**src/rtl/uart_tx.sv**
```systemverilog
`default_nettype none
// ============================================================================
// Module   : uart_tx
// Purpose  : Unbuffered UART transmitter for one DZ11 serial line. Accepts a
//            character on a one-cycle load, sends it LSB first framed by a
//            start bit, optional parity and one or two stop bits. Each bit
//            lasts 16 brgCLKEN pulses.
// Ports    : clk      - clock, rising edge
//            rst      - synchronous reset, active low
//            clr      - synchronous clear, active high (same effect as rst)
//            brgCLKEN - baud enable, 16 pulses per bit time
//            length   - character length code (5..8 bits)
//            parity   - parity mode code (none / even / odd)
//            stop     - stop bit code (0: one, 1: two)
//            load     - one-cycle request to transmit data (honoured in idle)
//            data     - character, bits above the length are ignored
//            brk      - line break request
//            txd      - registered serial output, idle high
//            empty    - high while idle and able to accept load
//            intr     - one-clock pulse at end of frame
// Options  : DZUART_TX_BREAK_EN - when defined, brk forces txd low
// Revision : 1.0 - initial release
// ============================================================================
module uart_tx (
  input  logic       clk,
  input  logic       rst,
  input  logic       clr,
  input  logic       brgCLKEN,
  input  logic [1:0] length,
  input  logic [1:0] parity,
  input  logic       stop,
  input  logic       load,
  input  logic [7:0] data,
  input  logic       brk,
  output logic       txd,
  output logic       empty,
  output logic       intr
);

  // Encodings shared with dzuart.vh
  localparam logic [1:0] c_LEN_5    = 2'b00;
  localparam logic [1:0] c_LEN_6    = 2'b01;
  localparam logic [1:0] c_LEN_7    = 2'b10;
  localparam logic [1:0] c_PAR_EVEN = 2'b01;
  localparam logic [1:0] c_PAR_ODD  = 2'b10;

  typedef enum logic [3:0] {
    S_IDLE   = 4'd0,
    S_START  = 4'd1,
    S_BIT0   = 4'd2,
    S_BIT1   = 4'd3,
    S_BIT2   = 4'd4,
    S_BIT3   = 4'd5,
    S_BIT4   = 4'd6,
    S_BIT5   = 4'd7,
    S_BIT6   = 4'd8,
    S_BIT7   = 4'd9,
    S_PARITY = 4'd10,
    S_STOP1  = 4'd11,
    S_STOP2  = 4'd12,
    S_DONE   = 4'd13
  } state_t;

  state_t     state_q, state_d, after_data;
  logic [3:0] cnt_q, cnt_d;
  logic [7:0] shift_q, shift_d;
  logic [7:0] load_mask, load_bits;
  logic [1:0] len_q, len_d;
  logic       par_en_q, par_en_d;
  logic       par_bit_q, par_bit_d;
  logic       two_stop_q, two_stop_d;
  logic       line_q, line_d;   // frame waveform before any break override
  logic       txd_q, txd_d;
  logic       intr_q, intr_d;

  always_comb begin
    state_d    = state_q;
    cnt_d      = cnt_q;
    shift_d    = shift_q;
    len_d      = len_q;
    par_en_d   = par_en_q;
    par_bit_d  = par_bit_q;
    two_stop_d = two_stop_q;
    line_d     = line_q;
    intr_d     = 1'b0;

    // Keep only the low 'length' bits; both the shifter and parity see them.
    load_mask  = 8'hFF >> (2'd3 - length);
    load_bits  = data & load_mask;
    after_data = par_en_q ? S_PARITY : S_STOP1;

    case (state_q)
      S_IDLE: begin
        if (load) begin
          state_d    = S_START;
          cnt_d      = 4'd15;
          shift_d    = load_bits;
          len_d      = length;
          par_en_d   = (parity == c_PAR_EVEN) || (parity == c_PAR_ODD);
          par_bit_d  = (^load_bits) ^ (parity == c_PAR_ODD);
          two_stop_d = stop;
        end
      end
      S_DONE: state_d = S_IDLE;
      default: begin
        if (brgCLKEN) begin
          if (cnt_q != 4'd0) begin
            cnt_d = cnt_q - 4'd1;
          end else begin
            cnt_d = 4'd15;
            case (state_q)
              S_START:  state_d = S_BIT0;
              S_BIT0:   state_d = S_BIT1;
              S_BIT1:   state_d = S_BIT2;
              S_BIT2:   state_d = S_BIT3;
              S_BIT3:   state_d = S_BIT4;
              S_BIT4:   state_d = (len_q == c_LEN_5) ? after_data : S_BIT5;
              S_BIT5:   state_d = (len_q == c_LEN_6) ? after_data : S_BIT6;
              S_BIT6:   state_d = (len_q == c_LEN_7) ? after_data : S_BIT7;
              S_BIT7:   state_d = after_data;
              S_PARITY: state_d = S_STOP1;
              S_STOP1:  state_d = two_stop_q ? S_STOP2 : S_DONE;
              default:  state_d = S_DONE;
            endcase
          end
        end
      end
    endcase

    // txd is registered, so the line level is chosen for the state being
    // entered; data bits pop off the bottom of the shifter as they go out.
    if (state_d != state_q) begin
      case (state_d)
        S_START: line_d = 1'b0;
        S_BIT0, S_BIT1, S_BIT2, S_BIT3,
        S_BIT4, S_BIT5, S_BIT6, S_BIT7: begin
          line_d  = shift_q[0];
          shift_d = {1'b0, shift_q[7:1]};
        end
        S_PARITY: line_d = par_bit_q;
        default:  line_d = 1'b1;
      endcase
    end

    intr_d = (state_d == S_DONE);

`ifdef DZUART_TX_BREAK_EN
    // Break overrides the line only; the frame keeps running underneath.
    txd_d = brk ? 1'b0 : line_d;
`else
    // brk has no effect in this build.
    txd_d = line_d | (brk & 1'b0);
`endif
  end

  always_ff @(posedge clk) begin
    if (!rst || clr) begin
      state_q    <= S_IDLE;
      cnt_q      <= 4'd15;
      shift_q    <= 8'd0;
      len_q      <= 2'd0;
      par_en_q   <= 1'b0;
      par_bit_q  <= 1'b0;
      two_stop_q <= 1'b0;
      line_q     <= 1'b1;
      txd_q      <= 1'b1;
      intr_q     <= 1'b0;
    end else begin
      state_q    <= state_d;
      cnt_q      <= cnt_d;
      shift_q    <= shift_d;
      len_q      <= len_d;
      par_en_q   <= par_en_d;
      par_bit_q  <= par_bit_d;
      two_stop_q <= two_stop_d;
      line_q     <= line_d;
      txd_q      <= txd_d;
      intr_q     <= intr_d;
    end
  end

  assign txd   = txd_q;
  assign empty = (state_q == S_IDLE);
  assign intr  = intr_q;

endmodule
`default_nettype wire

```
**config.mk**
```make
export PLATFORM = sky130hd
export DESIGN_NAME = uart_tx
export DESIGN_NICKNAME = d
export VERILOG_FILES = /design/src/rtl/uart_tx.sv
export SDC_FILE = /design/constraint.sdc
export NUM_CORES = 1
export LEC_CHECK = 0
export BUFFER_PORTS_ARGS = -buffer_cell sky130_fd_sc_hd__buf_4
export CAP_MARGIN = 5
export CORE_UTILIZATION = 45
export DETAILED_ROUTE_END_ITERATION = 10
export GPL_TIMING_DRIVEN = 0
export PLACE_DENSITY = 0.66
export SYNTH_ARGS = -nofsm -noshare
export SYNTH_HDL_FRONTEND = slang
export SYNTH_SLANG_ARGS = --single-unit
```
**constraint.sdc**
```tcl
create_clock -name clk -period 2.3 [get_ports clk]
set_input_delay 0.115 -clock clk [delete_from_list [all_inputs] [get_ports clk]]
set_output_delay 0.115 -clock clk [all_outputs]
set_load 0.01 [all_outputs]
```
==> reports/results.txt <==
status -> complete, no violations
area of the die -> 0.00363 mm2
Mapped Area -> 0.00153 mm2
Core Area -> 0.00313 mm2
Max Transition Viols Final -> 0
synth top area cells -> dfxtp_1 (30%), nand2_1 (13%), mux2i_1 (5.9%)
count leader, synth -> nand2_1
CP required -> 2.54 ns
Netlist cell types -> 49
syn avg cell area -> 7.64 um2
crit end category -> flip-flop
Total GRT Usage -> 0.216
Starting Density -> 0.488
DRT Wirelength -> 3.52 mm
Residual DRC -> 0
gpl congestion -> 0.822
EDFF count, synth -> 0
crit path time final -> 2.22 ns
VDD IR max -> 0.239 mV
Syn Nets -> 221
top_reg_cell synth -> dfxtp_1
via count -> 1510
Worst EP arrival -> 2.46 ns
WHS -> 0.0485 ns
1st-iter DRT viols -> 101
grt ovf -> 0
Die Span X -> 60.3 um
P_leak -> 0.000698 uW
final-report hold violation count -> 0
DRT antenna net count -> 0
CP Max Fanout -> 8
Setup violations, final -> 0
Final period util -> 0.966
Pwr Density -> 406 mW/mm2
Slew Limit Headroom -> 0.667
TritonCTS Sinks -> 23
Synth Register Bits -> 23
first-pass GRT wire length -> 5.95 mm
die extent in y -> 60.3 um
max frequency -> 450 MHz
RSZ-0062 raised after global routing -> false
IO Port Bufs -> 20
clk slew on worst S/H paths -> 0.13 ns
Slew @ Worst Pin -> 0.499 ns
max_cap viols -> 0
CTS tree -> yes
Clk Tree Root Cell -> clkbuf_4
cells after synthesis -> 200
top cell type's share of synthesized area -> 0.301
Nets -> 252
post-placement cell area -> 0.00173 mm2
Yosys warnings -> 0
row count -> 20
Async SR Flop Fraction -> 0
Post-Route Skew -> 0.00420 ns
worst hold path type -> in -> reg
# IOs -> 22
commonest cells in the netlist -> nand2_1 (51), dfxtp_1 (23), a21oi_1 (12), mux2i_1 (9), nor2_1 (9)
vias in the first global route -> 1304
post-layout util -> 0.590
critical setup path kind -> reg -> reg
leading area contributor after synthesis -> dfxtp_1
DRT Pass-1 Iters -> 4
Clock Path Buffers -> 2
Avg WL per Cell -> 12.9 um
CP Launch Type -> flip-flop
Area growth syn-to-layout -> 20.9%
layout cells sized above 1 -> 0.230
pin count of the biggest net entering global routing -> 14
# diodes -> 0
design area -> 0.00185 mm2
Via density -> 5.51
sequential area share after synthesis -> 0.301
cts bufs inserted -> 3
Post-DP HPWL -> 2.60 mm
clock latency on the worst-skew pair -> 0.31 ns
initial antenna violation count -> 0
H-tree level count -> 1
[metrics by stage]
step	setup TNS [ns]	std cells	setup slack [ns]	total power, uW
floorplan	0	200	0.173	514
global placement	0	264	0.00312	561
detailed placement	-0.283	264	-0.0613	564
CTS	0	270	0.0233	751
global route	0	274	0.00526	788
finish	0	274	0.0787	751
[sequential cells by signal, summed over array words and instances, names as in the netlist]
name / flops
cnt_q: 4
intr: 1
len_q: 2
par_bit_q: 1
par_en_q: 1
shift_q: 8
state_q: 4
two_stop_q: 1
txd: 1
[final timing paths]
check                                 from    endpoint  slack (ns)  cells past startpoint
worst max register to register    cnt_q[1]  shift_q[5]        0.08                     11
worst min-delay path                  stop  two_stop_q        0.05                      3
worst max-delay path              cnt_q[1]  shift_q[5]        0.08                     11
worst min register to register  shift_q[1]  shift_q[0]        0.47                      2
[worst max-delay path, stage by stage, from the launching register on]
cell and delay [ns]:
dfxtp_2 0.35, inv_1 0.08, ha_4 0.16, nand4bb_1 0.11, buf_6 0.15, or3_1 0.31, or3_4 0.35, o211ai_4 0.11
o21ai_4 0.08, nor2b_4 0.13, buf_8 0.15, mux2i_1 0.16
[routing by layer]
| layer | share of wire | GRT usage | up-vias |
|---|---|---|---|
| li1 | - | - | 759 |
| met1 | 0.46 | 0.304 | 703 |
| met2 | 0.49 | 0.334 | 44 |
| met3 | 0.038 | 0.0216 | 4 |
| met4 | 0.011 | 0.0897 | 0 |
| met5 | 0 | 0 | - |
[kinds of logic (layout without fill, tap and decap cells)]
kind of cell             count (synthesis)  after routing  share of synthesized area
adder cells (fa/ha/maj)                  2              2                     0.0164
multiplexers                             9              9                     0.0590
XOR/XNOR                                 8              8                     0.0459
AO/OA/AOI/OAI                           43             43                      0.199
AND/OR/NAND/NOR                         96             96                      0.314
buffers and inverters                   19             49                     0.0647
flip-flops                              23             23                      0.301
[cell usage in the layout (no fill, tap or decap), drive strengths merged, types with 2 or more instances in the layout]
| cell type | count |
|---|---|
| nor2 | 9 |
| or3 | 3 |
| clkinv | 2 |
| nand2 | 51 |
| o22ai | 2 |
| xnor2 | 6 |
| buf | 33 |
| a31oi | 2 |
| clkbuf | 10 |
| o211ai | 3 |
| and2 | 3 |
| nand2b | 6 |
| o21ai | 12 |
| nand3b | 4 |
| inv | 4 |
| and3 | 4 |
| nor2b | 2 |
| nand3 | 3 |
| xor2 | 2 |
| a21oi | 12 |
| dfxtp | 23 |
| ha | 2 |
| a211oi | 3 |
| nor3 | 4 |
| mux2i | 9 |
[where the power goes]
group | total (uW) | switching (uW) | internal [uW]
Sequential | 415 | 6.94 | 408
Clock | 191 | 126 | 64.9
Combinational | 145 | 73.7 | 71.6
Total | 751 | 206 | 544
[final cells by class]
cell class / count / area, um2
buffer: 14 / 92.6
clock buffer: 3 / 22.5
timing repair buffer: 26 / 195
fill: 285 / 1280
sequential: 23 / 463
multi-input combinational: 158 / 993
clock inverter: 1 / 5.00
inverter: 5 / 20.0
tap: 44 / 55.1
[repair_timing]
item                       in CTS  in global routing
hold buffers                    0                  0
setup endpoints to repair       8                  9
pin swaps                       3                  4
buffers inserted                2                  4
resized for setup               4                 14
hold endpoints to repair        0                  0
Power figures use the tool's default switching activity.
